`src/rtl/apb_master_bridge.sv`:
```
// apb_master_bridge: valid/ready request channel to single APB transfers.
// One transfer in flight; hung transfers abort with an error after TIMEOUT.
module apb_master_bridge #(
  parameter int ADDR_W  = 32,
  parameter int DATA_W  = 32,
  parameter int STRB_W  = DATA_W / 8,
  parameter int TIMEOUT = 255,
  parameter int CNT_W   = 8
) (
  input  logic              pclk,
  input  logic              preset,
  input  logic              req_valid,
  output logic              req_ready,
  input  logic [ADDR_W-1:0] req_addr,
  input  logic              req_write,
  input  logic [DATA_W-1:0] req_wdata,
  input  logic [STRB_W-1:0] req_wstrb,
  output logic              rsp_valid,
  input  logic              rsp_ready,
  output logic [DATA_W-1:0] rsp_rdata,
  output logic              rsp_err,
  output logic [ADDR_W-1:0] paddr,
  output logic              psel,
  output logic              penable,
  output logic              pwrite,
  output logic [DATA_W-1:0] pwdata,
  output logic [STRB_W-1:0] pwstrb,
  input  logic              pready,
  input  logic [DATA_W-1:0] prdata,
  input  logic              pslverr
);

  typedef enum logic [1:0] {
    IDLE,
    SETUP,
    ACCESS,
    RESP
  } state_e;

  localparam logic [CNT_W-1:0] CNT_LAST = CNT_W'(TIMEOUT - 1);
  localparam logic TO_EN = (TIMEOUT != 0);

  state_e            state_q, state_d;
  logic [CNT_W-1:0]  cnt_q, cnt_d;
  logic [ADDR_W-1:0] paddr_q, paddr_d;
  logic              pwrite_q, pwrite_d;
  logic [DATA_W-1:0] pwdata_q, pwdata_d;
  logic [STRB_W-1:0] pwstrb_q, pwstrb_d;
  logic              psel_q, psel_d;
  logic              penable_q, penable_d;
  logic              rsp_valid_q, rsp_valid_d;
  logic [DATA_W-1:0] rsp_rdata_q, rsp_rdata_d;
  logic              rsp_err_q, rsp_err_d;

  assign req_ready = (state_q == IDLE);
  assign paddr     = paddr_q;
  assign pwrite    = pwrite_q;
  assign pwdata    = pwdata_q;
  assign pwstrb    = pwstrb_q;
  assign psel      = psel_q;
  assign penable   = penable_q;
  assign rsp_valid = rsp_valid_q;
  assign rsp_rdata = rsp_rdata_q;
  assign rsp_err   = rsp_err_q;

  // Next-state and registered-output logic for the transfer FSM.
  always_comb begin
    state_d     = state_q;
    cnt_d       = cnt_q;
    paddr_d     = paddr_q;
    pwrite_d    = pwrite_q;
    pwdata_d    = pwdata_q;
    pwstrb_d    = pwstrb_q;
    psel_d      = psel_q;
    penable_d   = penable_q;
    rsp_valid_d = rsp_valid_q;
    rsp_rdata_d = rsp_rdata_q;
    rsp_err_d   = rsp_err_q;
    unique case (state_q)
      IDLE: begin
        if (req_valid) begin
          paddr_d  = req_addr;
          pwrite_d = req_write;
          pwdata_d = req_wdata;
          pwstrb_d = req_write ? req_wstrb : '0;
          psel_d   = 1'b1;
          state_d  = SETUP;
        end
      end
      SETUP: begin
        penable_d = 1'b1;
        cnt_d     = '0;
        state_d   = ACCESS;
      end
      ACCESS: begin
        if (pready) begin
          rsp_rdata_d = pwrite_q ? '0 : prdata;
          rsp_err_d   = pslverr;
          psel_d      = 1'b0;
          penable_d   = 1'b0;
          rsp_valid_d = 1'b1;
          state_d     = RESP;
        end else if (TO_EN && cnt_q == CNT_LAST) begin
          rsp_rdata_d = '0;
          rsp_err_d   = 1'b1;
          psel_d      = 1'b0;
          penable_d   = 1'b0;
          rsp_valid_d = 1'b1;
          state_d     = RESP;
        end else begin
          cnt_d = cnt_q + 1'b1;
        end
      end
      RESP: begin
        if (rsp_ready) begin
          rsp_valid_d = 1'b0;
          state_d     = IDLE;
        end
      end
      default: state_d = IDLE;
    endcase
  end

  // State and output registers; reset drops the bus at once.
  always_ff @(posedge pclk or posedge preset) begin
    if (preset) begin
      state_q     <= IDLE;
      cnt_q       <= '0;
      paddr_q     <= '0;
      pwrite_q    <= 1'b0;
      pwdata_q    <= '0;
      pwstrb_q    <= '0;
      psel_q      <= 1'b0;
      penable_q   <= 1'b0;
      rsp_valid_q <= 1'b0;
      rsp_rdata_q <= '0;
      rsp_err_q   <= 1'b0;
    end else begin
      state_q     <= state_d;
      cnt_q       <= cnt_d;
      paddr_q     <= paddr_d;
      pwrite_q    <= pwrite_d;
      pwdata_q    <= pwdata_d;
      pwstrb_q    <= pwstrb_d;
      psel_q      <= psel_d;
      penable_q   <= penable_d;
      rsp_valid_q <= rsp_valid_d;
      rsp_rdata_q <= rsp_rdata_d;
      rsp_err_q   <= rsp_err_d;
    end
  end

endmodule

```
`config.mk`:
```
export PLATFORM = sky130hd
export DESIGN_NAME = apb_master_bridge
export DESIGN_NICKNAME = d
export VERILOG_FILES = /design/src/rtl/apb_master_bridge.sv
export SDC_FILE = /design/constraint.sdc
export NUM_CORES = 1
export LEC_CHECK = 0
export CAP_MARGIN = 0
export CORE_AREA = 2 2 105 107
export CTS_BUF_LIST = sky130_fd_sc_hd__clkbuf_8 sky130_fd_sc_hd__clkbuf_16
export DETAILED_ROUTE_END_ITERATION = 12
export DIE_AREA = 0 0 107 109
export MAX_ROUTING_LAYER = met4
export PLACE_DENSITY = 0.95
export RECOVER_POWER = 100
export SYNTH_ARGS = -nofsm -noshare
export SYNTH_HDL_FRONTEND = slang
export SYNTH_SLANG_ARGS = --single-unit
```
`constraint.sdc`:
```
create_clock -name pclk -period 6.55 [get_ports pclk]
set_clock_uncertainty 0.1 [all_clocks]
set_input_delay 1.31 -clock pclk [delete_from_list [all_inputs] [get_ports pclk]]
set_output_delay 1.31 -clock pclk [all_outputs]
set_load 0.01 [all_outputs]
```
# ---- Word-level counts from Yosys, hierarchy flattened
# Cells that the tools add are included.
dict set report totals {
  ff_bits 115
  inputBits 107
  output_inout_bits 106
  word_cells 55
}
dict set report classes {
  addsub 1
  eq_ne 9
  muxes 22
  n_reduce_logical 12
}
# cell n
set ops {}
lappend ops {{2-to-1 mux 32 bit} 3}
lappend ops {{2-to-1 mux 8 bit} 2}
lappend ops {{one-hot mux 8 bit (2 select lines)} 1}
lappend ops {{AND reduction 3 bit} 4}
lappend ops {{adder 8 x 1 -> 8 bit (second input constant)} 1}
lappend ops {{== test 8 bit (second input constant)} 1}
lappend ops {{2-to-1 mux 2 bit} 4}
lappend ops {{!= test 2 bit (second input constant)} 4}
lappend ops {{one-hot mux 2 bit (4 select lines)} 1}
lappend ops {{nonzero test 2 bit} 4}
lappend ops {{2-to-1 mux 1 bit} 7}
lappend ops {{one-hot mux 1 bit (2 select lines)} 3}
lappend ops {{AND reduction 2 bit} 3}
lappend ops {{== test 2 bit (second input constant)} 2}
lappend ops {{2-to-1 mux 4 bit} 1}
lappend ops {{!= test 3 bit (second input constant)} 1}
lappend ops {{== test 2 x 1 -> 1 bit (second input constant)} 1}
lappend ops {{logical NOT 2 bit} 1}

# ---- Longest topological paths before layout
# Gate-level depths: netlist of run 1.
dict set report depth {
  word_depth 4
  ltp_mapped 7
  depth_no_buf 6
}

# ---- Least setup slack after synthesis of run 1
# Ideal clock, no wire load.
dict set report synth_timing {
  path_kind {input to register}
  start {input req_valid}
  end {register pwdata_q[0] (netlist: pwdata[0])}
  setup_time_ps 125
  arrival_ps 2124
  required_time_ps 6325
  slack_ps 4201
  path_stages 3
  n_path_buf 1
  cell_sequence {nand2_1 clkbuf_1 mux2_2}
}
dict set report synth_between {
  elab_chain_len 1
}
# element line
set synth_lines {}
lappend synth_lines {{start, declared} 12} ;# input logic req_valid,
lappend synth_lines {{AND reduction 2 bit (no source line)} -}
lappend synth_lines {{end signal, assigned} 143} ;# pwdata_q <= pwdata_d;
lappend synth_lines {{end, declared} 47} ;# logic [DATA_W-1:0] pwdata_q, pwdata_d;
# Every way passes these cells.
# A chain may end at the register's enable or synchronous reset.

==> results of run 1 <==
==> synthesized netlist by cell type, types with 2 or more instances <==
| library cell | n | share of area (%) |
|---|---|---|
| inv_1 | 9 | 0.74 |
| nand2b_1 | 2 | 0.28 |
| nand4_1 | 2 | 0.28 |
| nor3_1 | 2 | 0.22 |
| nor2_1 | 5 | 0.41 |
| a22o_1 | 33 | 6.4 |
| a211o_1 | 2 | 0.39 |
| mux2_2 | 67 | 17 |
| nand2_1 | 14 | 1.2 |
| buf_6 | 3 | 0.74 |
| a21oi_1 | 9 | 0.99 |
| dfrtp_1 | 115 | 63 |
| clkbuf_1 | 5 | 0.41 |
| o21ai_0 | 8 | 0.88 |
| ha_1 | 7 | 1.9 |
| buf_2 | 6 | 0.66 |
| and3_1 | 2 | 0.28 |
| a21o_1 | 2 | 0.33 |
==> cells in the final DEF (no fill, tap or decap), types with 6 or more instances in the layout <==
master,synthesis,layout
dfrtp_1,115,115
dlygate4sd3_1,0,109
clkdlybuf4s50_1,0,103
mux2_2,67,66
a22o_1,33,33
clkbuf_16,0,16
nand2_1,14,14
inv_1,9,10
a21oi_1,9,10
o21ai_0,8,9
ha_1,7,7
clkinvlp_4,0,6
==> sequential cells by signal, indices dropped and copies added, names as in the netlist <==
| register | cells |
|---|---|
| rsp_rdata | 32 |
| paddr | 32 |
| pwstrb | 4 |
| psel | 1 |
| rsp_valid | 1 |
| penable | 1 |
| state_q | 2 |
| pwdata | 32 |
| cnt_q | 8 |
| pwrite | 1 |
| rsp_err | 1 |
==> power groups by stage <==
stage,clock (µW),combinational [µW],sequential (µW)
global placement,0,1400,1210
detailed placement,0,1450,1230
CTS,871,1460,1230
global route,911,1410,1250
finish,854,1320,1210
floorplan,0,521,1340
==> area by class of cell <==
cell class	count	area share [%]
multi-input combinational	174	20.7
clock buffer	20	6.23
sequential	115	39.4
clock inverter	12	1.49
inverter	9	0.479
timing repair buffer	215	29.3
tap	140	2.40
==> per-stage QoR <==
stage,area [µm²],hold WS [ns],worst slack [ns],cells
global route,7310,0.409,1.64,685
floorplan,4530,0.395,2.10,312
CTS,7340,0.395,3.21,685
global placement,6780,0.365,3.39,653
detailed placement,6780,0.381,3.31,653
finish,7310,0.383,2.27,685
==> per-layer routing <==
layer / vias to the layer above / track usage [%]
li1: 1573 / -
met1: 1708 / 24.7
met2: 161 / 36.7
met3: 25 / 6.16
met4: 0 / 9.93
met5: - / -
==> logic make-up (layout without fill, tap and decap cells) <==
kind of cell	after synthesis	after routing
compound gates	64	64
fa+ha+maj	7	7
buf+inv	23	256
flops	115	115
mux	67	67
simple gates	36	36
==> final timing paths <==
| check | from | endpoint | cells after the start |
|---|---|---|---|
| max | preset | rsp_rdata[5]$_DFFE_PP0P_ | 3 |
| min | pwstrb[1]$_DFFE_PP0P_ | pwstrb[1]$_DFFE_PP0P_ | 2 |
| max reg2reg | cnt_q[0]$_DFFE_PP0P_ | rsp_rdata[31]$_DFFE_PP0P_ | 6 |
| min reg2reg | pwstrb[1]$_DFFE_PP0P_ | pwstrb[1]$_DFFE_PP0P_ | 2 |
| max in group pclk | state_q[0]$_DFFE_PP0P_ | req_ready | 3 |
| min in group asynchronous | preset | pwdata[12]$_DFFE_PP0P_ | 2 |
==> worst max-delay path: stages <==
cell and delay (ns):
dlygate4sd3_1 0.55, clkinvlp_2 1.14, clkbuf_2 1.39
==> results.txt, run 1 <==
Max VDD drop = 260 µV
CTS root buffer = clkbuf_8
mapped cell area = 4530 µm²
CP startpoint kind = input pin
switching part of the total power = 31.2%
ant diodes = 0
met3 WL = 728 µm
Routed Antenna Nets = 0
Total GRT Usage = 22.0%
final setup violating endpoints = 0
register share of total power = 35.7%
initial core utilization = 42.8%
Synth Register Bits = 115
WS Path Type = in2async
area grow syn2layout = 61.2%
CTS resizes = 0
sequential area share after synthesis = 63.5%
pin count of the biggest net entering global routing = 74
Detailed Routing Iterations Pass 1 = 4
cts hold-fix bufs = 0
Clock Latency Late Sink = 0.51 ns
first-pass GRT wire length = 18,900 µm
DR DRC count = 0
Int Pwr = 2330 µW
arrival time worst endpoint = 4.49 ns
clk buf depth = 2
Max Fclk = 234 MHz
max_slew headroom = -33.3%
metal2 WL = 6270 µm
Die Wd = 107 µm
number of global-route vias before repair = 3,720
Async SR Flop Fraction = 100%
total clock sinks = 115
antenna violations before repair = 0
Initial DRC Count = 151
Worst-Margin Slew = 1.99 ns
WL/cell = 17.9 µm
post-synthesis mux area share = 16.6%
violated checks = capacitance limit, slew limit
Final nets = 646
Synth Area in Compound Gates = 11.3%
peak fanout along the critical path = 69
area of the multi-input gates = 1520 µm²
core box area = 10,600 µm²
Final period util = 65.4%
H-Tree Depth = 4
CP required = 6.75 ns
synthesized area per cell = 14.5 µm²
Synth Area in Adders = 1.93%
die area = 11,700 µm²
fill count = 714
cts bufs inserted = 17
Vias = 3,467
Worst Setup End Kind = asynchronous set/reset pin
LEAKAGE = 0.00326 µW
Finished Core Util = 69.0%
Comb power frac = 39.0%
Final Slew Violations = 118
Fin. Hold Viols = 0
outcome = finished, violations left
largest family of logic cells by synthesized area = multiplexers
synth unique cells = 37
CTS tree = built
Post-Route WL = 12,200 µm
Register-to-Register Setup Slack = 4.00 ns
Synth Area in XOR/XNOR = 0%
PD cells = 463 nW/µm²
clock-pin slew on the worst setup and hold paths = 0.05 ns
simple-gate share of the synthesized area = 4.14%
Detail Placement HPWL = 8720 µm
layout cell share with drive strength beyond 1 = 19.1%
Site Rows = 38
highest routed metal layer = met4
RSZ-0062 raised after global routing = false
port bufs = 212
synthesized instance count = 312
number of max-cap violations = 2
Syn Nets = 426
Register Area = 2880 µm²
HP Class = reg2reg
switching pwr = 1060 µW
min Tclk post-route = 4.28 ns
gr ovfl total = 0
post-CTS setup buffers = 0
main flop type after synthesis = dfrtp_1
EDFF count, synth = 0
Die Height = 109 µm
Synth warnings = 0
routability congestion estimate = 0.811
PnR Total Power = 3380 µW
Clock power frac = 25.2%
Setup TNS = 0 ns
met1 wire length = 4910 µm
DR vias/cell = 5.06
IO Pins = 213
No activity file was read; power rests on OpenSTA's default activity.
==> run 2, diff against run 1 <==
CORE_AREA = 2 2 109 111   (was 2 2 105 107)
DIE_AREA = 0 0 111 113   (was 0 0 107 109)
PLACE_DENSITY = 0.9   (was 0.95)
clock period = 4.45 ns   (was 6.55 ns; I/O delays follow)
==> run 2 against run 1 <==
Compared with the run above:
- the flow still finishes with violations (capacitance limit, slew limit)
- non-clock buffer count is 1 higher
- worst setup slack worse by 1.0 ns
- largest cell class unchanged
- via count is 0.23% lower
- die area up 7.5%
- power is 47% higher
- clock-buffer cell count down 2
- hold slack about the same
- clock power up 49%
- combinational power up 48%
- design area about the same
- global-route usage is 2.1 points lower
- largest power group unchanged
==> results.txt, run 2 (synthesized netlist as in run 1, its figures left out) <==
WL/cell = 17.1 µm
final setup violating endpoints = 0
Detailed Routing Iterations Pass 1 = 4
initial core utilization = 40.2%
CP startpoint kind = input pin
Final nets = 647
min Tclk post-route = 3.23 ns
antenna violations before repair = 0
cts bufs inserted = 17
CTS tree = built
die area = 12,500 µm²
Die Wd = 111 µm
Reg-to-Reg End = rsp_rdata[15]$_DFFE_PP0P_
Worst-Margin Slew = 2.10 ns
Max stage delay on crit path = 1.03 ns
CTS resizes = 0
gr ovfl total = 0
CP top delay family = buffers and inverters
Post-Route WL = 11,800 µm
layout cell share with drive strength beyond 1 = 19.1%
Detail Placement HPWL = 8780 µm
most frequent cells in the layout = 115 x dfrtp_1, 109 x dlygate4sd3_1, 103 x clkdlybuf4s50_1, 67 x mux2_2, 33 x a22o_1
CP Cell Sequence = dlygate4sd3_1, nand2_1, clkbuf_1, mux2_2
pin count of the biggest net entering global routing = 49
Total GRT Usage = 19.9%
first-pass GRT wire length = 18,800 µm
PD cells = 681 nW/µm²
IO Pins = 213
Setup TNS = 0 ns
post-CTS setup buffers = 0
Fin. Hold Viols = 0
max_slew headroom = -40.8%
core box area = 11,300 µm²
Max VDD drop = 379 µV
Initial DRC Count = 99
HP Class = reg2reg
RSZ-0062 raised after global routing = false
Vias = 3,459
routability congestion estimate = 0.786
H-Tree Depth = 4
area grow syn2layout = 61.4%
Die Height = 113 µm
CP required = 4.63 ns
worst slack, placed = 1.58 ns
peak fanout along the critical path = 27
Routed Antenna Nets = 0
violated checks = capacitance limit, slew limit
Worst R2R Start = state_q[0]$_DFFE_PP0P_
Final WS setup = 1.22 ns
cts hold-fix bufs = 0
Site Rows = 39
LEAKAGE = 0.00328 µW
Worst Setup End Kind = register
most common cell after layout, fill and taps aside = dfrtp_1
hold path start = pwstrb[2]$_DFFE_PP0P_
Clock Latency Late Sink = 0.40 ns
DR vias/cell = 5.03
Slowest-stage cell, CP = clkbuf_1
number of max-cap violations = 2
arrival time worst endpoint = 3.41 ns
CTS root buffer = clkbuf_16
PnR Total Power = 4980 µW
CP bufs+invs = 2
outcome = finished, violations left
WS Path Type = in2reg
WHS Path Cells = 2
port bufs = 212
total clock sinks = 115
ant diodes = 0
Register-to-Register Path Depth = 5
DR DRC count = 0
Final Slew Violations = 82
hold endpoint = pwstrb[2]$_DFFE_PP0P_
clock-pin slew on the worst setup and hold paths = 0.05 ns
Final period util = 72.5%
number of global-route vias before repair = 3,782
Max Fclk = 310 MHz
clk buf depth = 2
Register-to-Register Setup Slack = 1.33 ns
run 2: cell types whose count changed in the layout (fill, tap and decap cells not counted), sizes merged:
cell and change:
inv -1, bufinv +1, buf +1, clkinv +4, clkinvlp -3, clkbuf -2
run 2: area by class of cell:
| type | instances | area (µm²) |
|---|---|---|
| Clock buffer | 18 | 439 |
| Clock inverter | 13 | 120 |
| Fill cell | 836 | 3960 |
| Inverter | 9 | 35.0 |
| Multi-Input combinational cell | 174 | 1520 |
| Sequential cell | 115 | 2880 |
| Tap cell | 143 | 179 |
| Timing Repair Buffer | 216 | 2150 |
run 2: stage by stage:
stage | hold slack, ns | instance area, µm² | utilization (%) | instances
finish | 0.383 | 7320 | 64.9 | 688
global route | 0.413 | 7320 | 64.9 | 688
CTS | 0.395 | 7350 | 65.2 | 688
detailed placement | 0.383 | 6790 | 60.2 | 657
global placement | 0.376 | 6790 | 60.2 | 657
floorplan | 0.395 | 4530 | - | 312
run 2: power breakdown:
part	internal, µW	leakage [µW]	total (µW)	switching [µW]
Sequential	1520	0.00142	1760	246
Clock	823	0.000280	1270	450
Combinational	1130	0.00158	1950	820
run 2: worst max path at each step:
| stage | startpoint | to | slack [ns] | cells past startpoint |
|---|---|---|---|---|
| floorplan | preset | cnt_q[0]$_DFFE_PP0P_ | 0.42 | 1 |
| global placement | pready | rsp_rdata[23]$_DFFE_PP0P_ | 1.66 | 4 |
| detailed placement | pready | rsp_rdata[15]$_DFFE_PP0P_ | 1.58 | 4 |
| CTS | state_q[0]$_DFFE_PP0P_ | req_ready | 1.70 | 3 |
| global route | req_valid | pwdata[31]$_DFFE_PP0P_ | 1.00 | 4 |
| finish | req_valid | paddr[20]$_DFFE_PP0P_ | 1.22 | 4 |
run 2: worst reg2reg max path: stages, from the launching register on:
cell     delay (ns)
dfrtp_1        0.42
inv_1          0.13
ha_1           0.45
nand2_1        0.17
nor2_1         1.47
a22o_1         0.30
run 2: layer usage:
layer / part of all wire, % / GRT usage (%) / vias up
li1: - / - / 1583
met1: 40 / 22.1 / 1728
met2: 53 / 33.8 / 124
met3: 4.1 / 4.71 / 24
met4: 2.8 / 9.75 / 0
met5: 0 / - / -
==> run 3, diff against run 2 <==
clock period = 3.3 ns   (was 4.45 ns; I/O delays follow)
==> run 3 against run 2 <==
Compared with the run above:
- the run still ends with capacitance limit, slew limit left
- non-clock buffer count unchanged
- first-iteration DRC count up 38%
- power up 39%
- design area up 1.1%
- sequential share of layout area down 0.45 points
- combinational power up 35%
- sequential power up 35%
- hold slack worse by 0.0078 ns
- global-route usage up 0.058 points
- routed wire length down 0.59%
- largest power group unchanged
- highest routed layer unchanged
==> results.txt, run 3 (synthesized netlist as in run 1, its figures left out) <==
PD cells = 936 nW/µm²
Die Wd = 111 µm
fill count = 833
Initial DRC Count = 137
area grow syn2layout = 63.2%
CTS tree = built
Fin. Hold Viols = 0
Clock Latency Late Sink = 0.40 ns
Final period util = 76.6%
worst slack, placed = 0.967 ns
Max VDD drop = 528 µV
Die Height = 113 µm
Cell Area, Placed = 6800 µm²
Vias = 3,436
CP startpoint kind = register
CTS resizes = 0
core box area = 11,300 µm²
Worst Setup End Kind = output pin
DR DRC count = 0
max_slew headroom = -14.5%
RSZ-0062 raised after global routing = false
final setup violating endpoints = 0
Setup TNS = 0 ns
CP top delay family = buffers and inverters
area of the multi-input gates = 1520 µm²
most common cell after layout, fill and taps aside = dfrtp_1
gr ovfl total = 0
Post-Route WL = 11,700 µm
number of max-cap violations = 1
Register Area = 2880 µm²
layout cell share with drive strength beyond 1 = 19.2%
clock-pin slew on the worst setup and hold paths = 0.05 ns
first-pass GRT wire length = 18,900 µm
clk buf depth = 2
Finished Core Util = 65.7%
most frequent cells in the layout = 115 x dfrtp_1, 107 x dlygate4sd3_1, 105 x clkdlybuf4s50_1, 67 x mux2_2, 33 x a22o_1
min Tclk post-route = 2.53 ns
total clock sinks = 115
Routed Antenna Nets = 0
WS Path Type = reg2out
initial core utilization = 40.2%
CP required = 2.54 ns
antenna violations before repair = 0
outcome = finished, violations left
CTS root buffer = clkbuf_16
post-route cell area = 7400 µm²
Detailed Routing Iterations Pass 1 = 4
DR vias/cell = 4.99
LEAKAGE = 0.00332 µW
cts hold-fix bufs = 0
HP Class = reg2reg
die area = 12,500 µm²
Total GRT Usage = 19.9%
port bufs = 212
pin count of the biggest net entering global routing = 74
Final WS setup = 0.772 ns
Max stage delay on crit path = 0.64 ns
cts bufs inserted = 17
Worst-Margin Slew = 1.72 ns
violated checks = capacitance limit, slew limit
Max Fclk = 396 MHz
Final nets = 647
WL/cell = 17.0 µm
Slowest-stage cell, CP = dlygate4sd3_1
post-CTS setup buffers = 0
Detail Placement HPWL = 8540 µm
Site Rows = 39
number of global-route vias before repair = 3,802
CP bufs+invs = 2
routability congestion estimate = 0.882
CP Cell Sequence = inv_1, ha_1, dlygate4sd3_1
peak fanout along the critical path = 4
H-Tree Depth = 4
IO Pins = 213
ant diodes = 0
arrival time worst endpoint = 1.77 ns
Final Slew Violations = 72
## run 3: changes by cell type in the layout (fill, tap and decap cells not counted), sizes merged
cell / delta
clkbuf: +3
bufinv: +2
clkdlybuf4s50: +2
clkinv: -2
clkinvlp: -2
dlygate4sd3: -2
buf: -1
inv: +1
## run 3: cell type report
cell class                 count  area share (%)
clock buffer                  20            6.31
clock inverter                12            2.20
inverter                       9           0.507
multi-input combinational    174            20.5
sequential                   115            38.9
tap                          143            2.42
timing repair buffer         216            29.2
## run 3: worst paths after layout
path / startpoint / endpoint / slack (ns) / cells after the start
worst max-delay path: state_q[0]$_DFFE_PP0P_ / req_ready / 0.77 / 3
worst min-delay path: pwstrb[0]$_DFFE_PP0P_ / pwstrb[0]$_DFFE_PP0P_ / 0.38 / 2
worst max register to register: state_q[0]$_DFFE_PP0P_ / rsp_rdata[22]$_DFFE_PP0P_ / 0.86 / 4
worst min register to register: pwstrb[0]$_DFFE_PP0P_ / pwstrb[0]$_DFFE_PP0P_ / 0.38 / 2
max in group asynchronous: preset / pwstrb[0]$_DFFE_PP0P_ / 0.80 / 3
min in group asynchronous: preset / state_q[1]$_DFFE_PP0P_ / 1.03 / 3
## run 3: per-stage QoR
stage	total power, µW	hold WS [ns]	instances
floorplan	3690	0.395	312
finish	6930	0.375	689
global route	7320	0.405	689
CTS	7300	0.388	689
detailed placement	5330	0.377	657
global placement	5200	0.365	657
## run 3: routing by layer
layer  wire length (µm)  up-vias  GRT usage (%)  part of all wire (%)
met1               4350     1689           20.9                    37
met3                695       24           6.86                   5.9
met5                  0        -              -                     0
li1                   -     1584              -                     -
met4                308        0           8.67                   2.6
met2               6370      139           34.3                    54
## run 3: worst reg2reg max path, cell delays in order, from the launching register on
cell and delay (ns):
dfrtp_1 0.41, inv_1 0.12, ha_1 0.46, nand2_1 0.74, a22o_1 0.50
## run 3: power by group
part | internal, µW | switching, µW | total [µW] | leakage, µW
clock network | 1310 | 607 | 1920 | 0.000320
logic | 1530 | 1110 | 2640 | 0.00159
registers | 2040 | 326 | 2370 | 0.00142
total | 4890 | 2040 | 6930 | 0.00332
